$ cat src/rtl/led_pkg.sv
`default_nettype none
// +----------------------------------------------------------------------------+
// | led_pkg : mode and bounce-direction encodings for the LED sequencer        |
// | Revision: 1.0                                                              |
// +----------------------------------------------------------------------------+
package led_pkg;

  typedef enum logic [1:0] {
    MODE_OFF    = 2'b00,
    MODE_BLINK  = 2'b01,
    MODE_CHASE  = 2'b10,
    MODE_BOUNCE = 2'b11
  } mode_e;

  typedef enum logic {
    DIR_LEFT  = 1'b0,
    DIR_RIGHT = 1'b1
  } dir_e;

endpackage
`default_nettype wire

$ cat src/rtl/led_pattern_sequencer_tick_gen.sv
`default_nettype none
// +----------------------------------------------------------------------------+
// | tick_gen : step prescaler; period latched only at tick, clamped to >= 1    |
// | Revision: 1.0                                                              |
// +----------------------------------------------------------------------------+
module tick_gen #(
  parameter int TICK_DIV = 12_500_000,
  parameter int DIVW     = 26
) (
  input  logic       CLOCK_50,
  input  logic       rst,
  input  logic [1:0] speed,
  output logic       tick
);

  localparam logic [DIVW-1:0] C_TICK_DIV = DIVW'(TICK_DIV);

  logic [DIVW-1:0] cnt;
  logic [DIVW-1:0] div;
  logic [DIVW-1:0] div_next;

  // Fast speeds can shift a small base period down to zero; never go below one cycle.
  always_comb begin
    div_next = C_TICK_DIV >> speed;
    if (div_next == '0) div_next = DIVW'(1);
  end

  // Combinational strobe: the top registers it so LEDG and the tick pulse share an edge.
  assign tick = (cnt == div - DIVW'(1));

  always_ff @(posedge CLOCK_50) begin
    if (rst) begin
      cnt <= '0;
      div <= C_TICK_DIV;
    end else if (tick) begin
      cnt <= '0;
      div <= div_next;
    end else begin
      cnt <= cnt + DIVW'(1);
    end
  end

endmodule
`default_nettype wire

$ cat src/rtl/led_pattern_sequencer.sv
`default_nettype none
// +----------------------------------------------------------------------------+
// | led_pattern_sequencer : switch-selected LED patterns stepped by a tick     |
// | Revision: 1.0                                                              |
// +----------------------------------------------------------------------------+
module led_pattern_sequencer
  import led_pkg::*;
#(
  parameter int N_LEDS   = 8,
  parameter int TICK_DIV = 12_500_000,
  parameter int DIVW     = 26
) (
  input  logic              CLOCK_50,
  input  logic [0:0]        KEY,
  input  logic [3:0]        SW,
  output logic [N_LEDS-1:0] LEDG,
  output logic              tick,
  output logic [1:0]        mode
);

  localparam logic [N_LEDS-1:0] C_LED_BIT0 = N_LEDS'(1);
  localparam logic [N_LEDS-1:0] C_LED_MSB  = {1'b1, {(N_LEDS-1){1'b0}}};

  logic              rst;
  logic [3:0]        sw_q;
  logic              step;
  mode_e             mode_q, mode_d, mode_req;
  dir_e              dir_q, dir_d;
  logic [N_LEDS-1:0] led_q, led_d;

  assign rst      = KEY[0];
  assign mode_req = mode_e'(sw_q[1:0]);

  tick_gen #(
    .TICK_DIV (TICK_DIV),
    .DIVW     (DIVW)
  ) u_tick_gen (
    .CLOCK_50 (CLOCK_50),
    .rst      (rst),
    .speed    (sw_q[3:2]),
    .tick     (step)
  );

  always_comb begin
    mode_d = mode_q;
    dir_d  = dir_q;
    led_d  = led_q;
    if (step) begin
      if (mode_req != mode_q) begin
        // A mode switch only loads the new pattern's start; stepping resumes next tick.
        mode_d = mode_req;
        dir_d  = DIR_LEFT;
        case (mode_req)
          MODE_OFF:   led_d = '0;
          MODE_BLINK: led_d = '1;
          default:    led_d = C_LED_BIT0;
        endcase
      end else begin
        case (mode_q)
          MODE_OFF:   led_d = '0;
          MODE_BLINK: led_d = ~led_q;
          MODE_CHASE: led_d = {led_q[N_LEDS-2:0], led_q[N_LEDS-1]};
          default: begin
            // Direction flips on the step that lands on an end, so ends are not repeated.
            if (dir_q == DIR_LEFT) begin
              led_d = led_q << 1;
              if (led_d == C_LED_MSB) dir_d = DIR_RIGHT;
            end else begin
              led_d = led_q >> 1;
              if (led_d == C_LED_BIT0) dir_d = DIR_LEFT;
            end
          end
        endcase
      end
    end
  end

  always_ff @(posedge CLOCK_50) begin
    if (rst) begin
      sw_q   <= '0;
      tick   <= 1'b0;
      mode_q <= MODE_OFF;
      dir_q  <= DIR_LEFT;
      led_q  <= '0;
    end else begin
      sw_q   <= SW;
      tick   <= step;
      mode_q <= mode_d;
      dir_q  <= dir_d;
      led_q  <= led_d;
    end
  end

  assign LEDG = led_q;
  assign mode = mode_q;

endmodule
`default_nettype wire

$ cat config.mk
export PLATFORM = sky130hd
export DESIGN_NAME = led_pattern_sequencer
export DESIGN_NICKNAME = d
export VERILOG_FILES = /design/src/rtl/led_pkg.sv /design/src/rtl/led_pattern_sequencer_tick_gen.sv /design/src/rtl/led_pattern_sequencer.sv
export SDC_FILE = /design/constraint.sdc
export NUM_CORES = 1
export LEC_CHECK = 0
export BUFFER_PORTS_ARGS = -buffer_cell sky130_fd_sc_hd__clkbuf_2
export CAP_MARGIN = 20
export CORE_MARGIN = 2
export CORE_UTILIZATION = 65
export CTS_CLUSTER_SIZE = 10
export DETAILED_ROUTE_END_ITERATION = 10
export PLACE_DENSITY = 0.92
export SLEW_MARGIN = 30
export SYNTH_ARGS = -nofsm -noshare
export SYNTH_HDL_FRONTEND = slang
export SYNTH_SLANG_ARGS = --single-unit
$ cat constraint.sdc
create_clock -name CLOCK_50 -period 4.3 [get_ports CLOCK_50]
set_clock_uncertainty 0.1 [all_clocks]
set_input_delay 0.86 -clock CLOCK_50 [delete_from_list [all_inputs] [get_ports CLOCK_50]]
set_output_delay 0.86 -clock CLOCK_50 [all_outputs]
set_load 0.005 [all_outputs]
==> results.yml <==
outcome:
  status: "complete, no violations"
grt:
  gr-total-overflow: 0
  track_usage: 0.256
  grt_pass1_vias: 2250
  antenna_found_initial: 0
  grt_max_degree: 26
  grt_pass1_wl_mm: 10.3
finish:
  syn_to_final_growth_pct: 5.99
  drive_gt1_frac: 0.111
  layout_common_cells: "dfxtp_1 (53), nor2_1 (49), nor3_1 (24)"
  fillerInstances: 285
  design_area_mm2: 0.00294
  num_antenna_cells: 0
  final_cells: 391
  nNetsFinal: 348
  layout_commonest_cell: "dfxtp_1"
critical_path:
  rrSetupSlack_ns: 1.19
  cp.arrival_ns: 3.17
  end_kind: "flip-flop"
  crit_start: "u_tick_gen.div[7]"
  crit_path_end: "u_tick_gen.cnt[19]"
  cp-start-kind: "flip-flop"
  crit_fanout: 25
  rr_startpoint: "u_tick_gen.div[7]"
  reg2reg_to: "u_tick_gen.cnt[19]"
  worstPathRequired_ns: 4.37
  worst-setup-path-type: "reg -> reg"
  reg2reg_depth: 9
floorplan:
  die_h_um: 69.4
  io_pins: 17
  die-area_mm2: 0.00481
  rows: 23
  initial_utilization: 0.684
  die_x_um: 69.4
  core_area_mm2: 0.00406
yosys:
  ys_warn_count: 0
  synth_top_area_share: 0.382
  synth-simple-area-share: 0.257
  synth_compound_area_frac: 0.148
  netlist_area_mm2: 0.00278
  synth_fa_ha_area_frac: 0.00901
  synth_flop_cell: "dfxtp_1"
  avgSynthCellArea_um2: 8.29
  ys_seq_area_frac: 0.382
  synth_edf_count: 0
  ys_seq_elements: 53
  synth_largest_area_cell: "dfxtp_1"
  synth.distinct_cells: 46
  ys_async_sr_fraction: 0
  synth-xor-area-share: 0.117
  synth.area.mux_share: 0.0320
  synthTopCellsByArea: "dfxtp_1 (38%), xnor2_1 (6.9%), nor2_1 (6.6%)"
  synth_top_family_by_area: "simple AND/OR/NAND/NOR gates"
  syn_nets: 343
  syn_inst: 335
clock_network:
  cts_made_buffers: 5
  insertion_delay_ns: 0.31
  cts_resized: 0
  cts_setup_buffers: 0
  clk_pin_slew_ns: 0.09
  clock-sinks: 53
  cts_tree: "yes"
  ctsHoldBuffers: 0
  ctsRootBufferMaster: "clkbuf_8"
  clock_path_buffers: 2
  h-tree-depth: 2
detailed_routing:
  wl_met1_mm: 2.71
  ant_nets: 0
  first_iter_violations: 133
  drt_first_pass_iters: 7
  drt-wirelength-per-cell_um: 15.4
  routed_wl_mm: 6.02
  wl_met3_um: 311
  wl_met2_mm: 2.92
  viasPerCell: 6.23
  vias: 2436
  top_layer: "met4"
  drc: 0
placement:
  dp_hpwl_mm: 4.17
  port_buffers: 16
  placed_cells: 383
  finalWeightedCongestion: 0.861
  postPlaceCellArea_mm2: 0.00283
sta:
  finalSetupViolations: 0
  tightest_slew_ns: 0.973
  min_period_ns: 3.11
  slew_headroom: 0.351
  fin_crit_sh: 0.723
  holdWs_ns: 0.359
  fmax_ghz: 0.322
  rsz0062_at_grt: "false"
  slew_viol_final: 0
  tns_ns: 0
  hold_viol: 0
power_and_ir_drop:
  sw_frac_of_total: 0.202
  p_leak_nw: 0.994
  clockPowerShare: 0.395
  combPwrFrac: 0.029
  cellPowerDensity_mw_per_mm2: 295
  intPower_mw: 0.694
  power_switching_mw: 0.176
  vdd_drop_max_mv: 0.218
  seqPwrFrac: 0.576
worst_hold_path:
  hold_class: "reg -> reg"
flow_run:
  cap_violations: 0
layout make-up:
class	count	area, um2	area share
Multi-Input combinational cell	252	1570	0.534
Sequential cell	53	1060	0.361
Timing Repair Buffer	18	95.1	0.0323
Clock buffer	7	86.3	0.0293
Tap cell	50	62.6	0.0213
Inverter	10	37.5	0.0128
Clock inverter	1	30.0	0.0102
synthesized netlist by cell type, types with 2 or more instances:
| library cell | count |
|---|---|
| a22oi_1 | 6 |
| nor4b_2 | 3 |
| mux2_2 | 7 |
| nor2b_1 | 4 |
| or3_1 | 4 |
| or4b_1 | 2 |
| xor2_1 | 15 |
| nand2_1 | 15 |
| nor2_1 | 49 |
| dfxtp_1 | 53 |
| nor4_1 | 6 |
| o21a_1 | 3 |
| xnor2_1 | 22 |
| and4_1 | 2 |
| inv_1 | 10 |
| o211ai_1 | 2 |
| nand3b_1 | 2 |
| a21oi_1 | 21 |
| ha_1 | 2 |
| o21ai_0 | 15 |
| a211oi_1 | 2 |
| buf_6 | 4 |
| a21o_1 | 3 |
| buf_4 | 2 |
| a31oi_1 | 3 |
| nor4b_1 | 2 |
| clkbuf_1 | 12 |
| nor3_1 | 24 |
| nand4_1 | 8 |
| nand3_1 | 14 |
| and3_1 | 3 |
sequential cells by signal, summed over array words and instances (netlist names):
register and flops:
LEDG 8, dir_q 1, mode 2, sw_q 4, tick 1, u_tick_gen.cnt 26
u_tick_gen.div 11
worst min-delay path by stage:
stage                      startpoint                end  slack [ns]  cells after the start
finish              u_tick_gen.cnt[0]  u_tick_gen.cnt[0]        0.36                      1
global placement    u_tick_gen.cnt[0]  u_tick_gen.cnt[0]        0.33                      1
detailed placement  u_tick_gen.cnt[0]  u_tick_gen.cnt[0]        0.34                      1
CTS                 u_tick_gen.cnt[0]  u_tick_gen.cnt[0]        0.36                      1
floorplan           u_tick_gen.cnt[0]  u_tick_gen.cnt[0]        0.32                      1
global route        u_tick_gen.cnt[0]  u_tick_gen.cnt[0]        0.39                      1
kinds of logic after synthesis:
| family | count (synthesis) |
|---|---|
| compound gates | 65 |
| xor+xnor | 37 |
| fa+ha+maj | 2 |
| buf+inv | 30 |
| flops | 53 |
| mux | 8 |
| simple gates | 140 |
routing by layer:
| layer | GRT usage | vias up |
|---|---|---|
| met5 | 0 | - |
| met4 | 0.0871 | 0 |
| met3 | 0.0422 | 10 |
| met2 | 0.409 | 75 |
| met1 | 0.353 | 1169 |
| li1 | - | 1182 |
stage by stage:
step                utilization  worst slack (ns)  total power, mW
finish                    0.725              1.19            0.869
global route              0.725              1.01            0.897
detailed placement        0.697              1.24            0.536
global placement          0.697              1.38            0.536
floorplan                     -              1.63            0.530
CTS                       0.725              1.22            0.874
power by group through the flow:
stage | sequential [mW] | clock, mW | combinational, mW
6_report | 0.501 | 0.344 | 0.0250
5_1_grt | 0.501 | 0.368 | 0.0280
4_1_cts | 0.500 | 0.348 | 0.0250
3_5_place_dp | 0.512 | 0 | 0.0245
3_3_place_gp | 0.512 | 0 | 0.0240
2_1_floorplan | 0.510 | 0 | 0.0196
critical path, cell delays in order (launching register included):
cell and delay (ns):
dfxtp_1 0.48, inv_1 0.11, ha_1 0.25, and2_1 0.18
o21a_1 0.19, o31a_1 0.26, or4b_1 0.52, buf_4 0.23
o21ai_4 0.52, nor2_1 0.12
(Power assumes the default switching activity.)
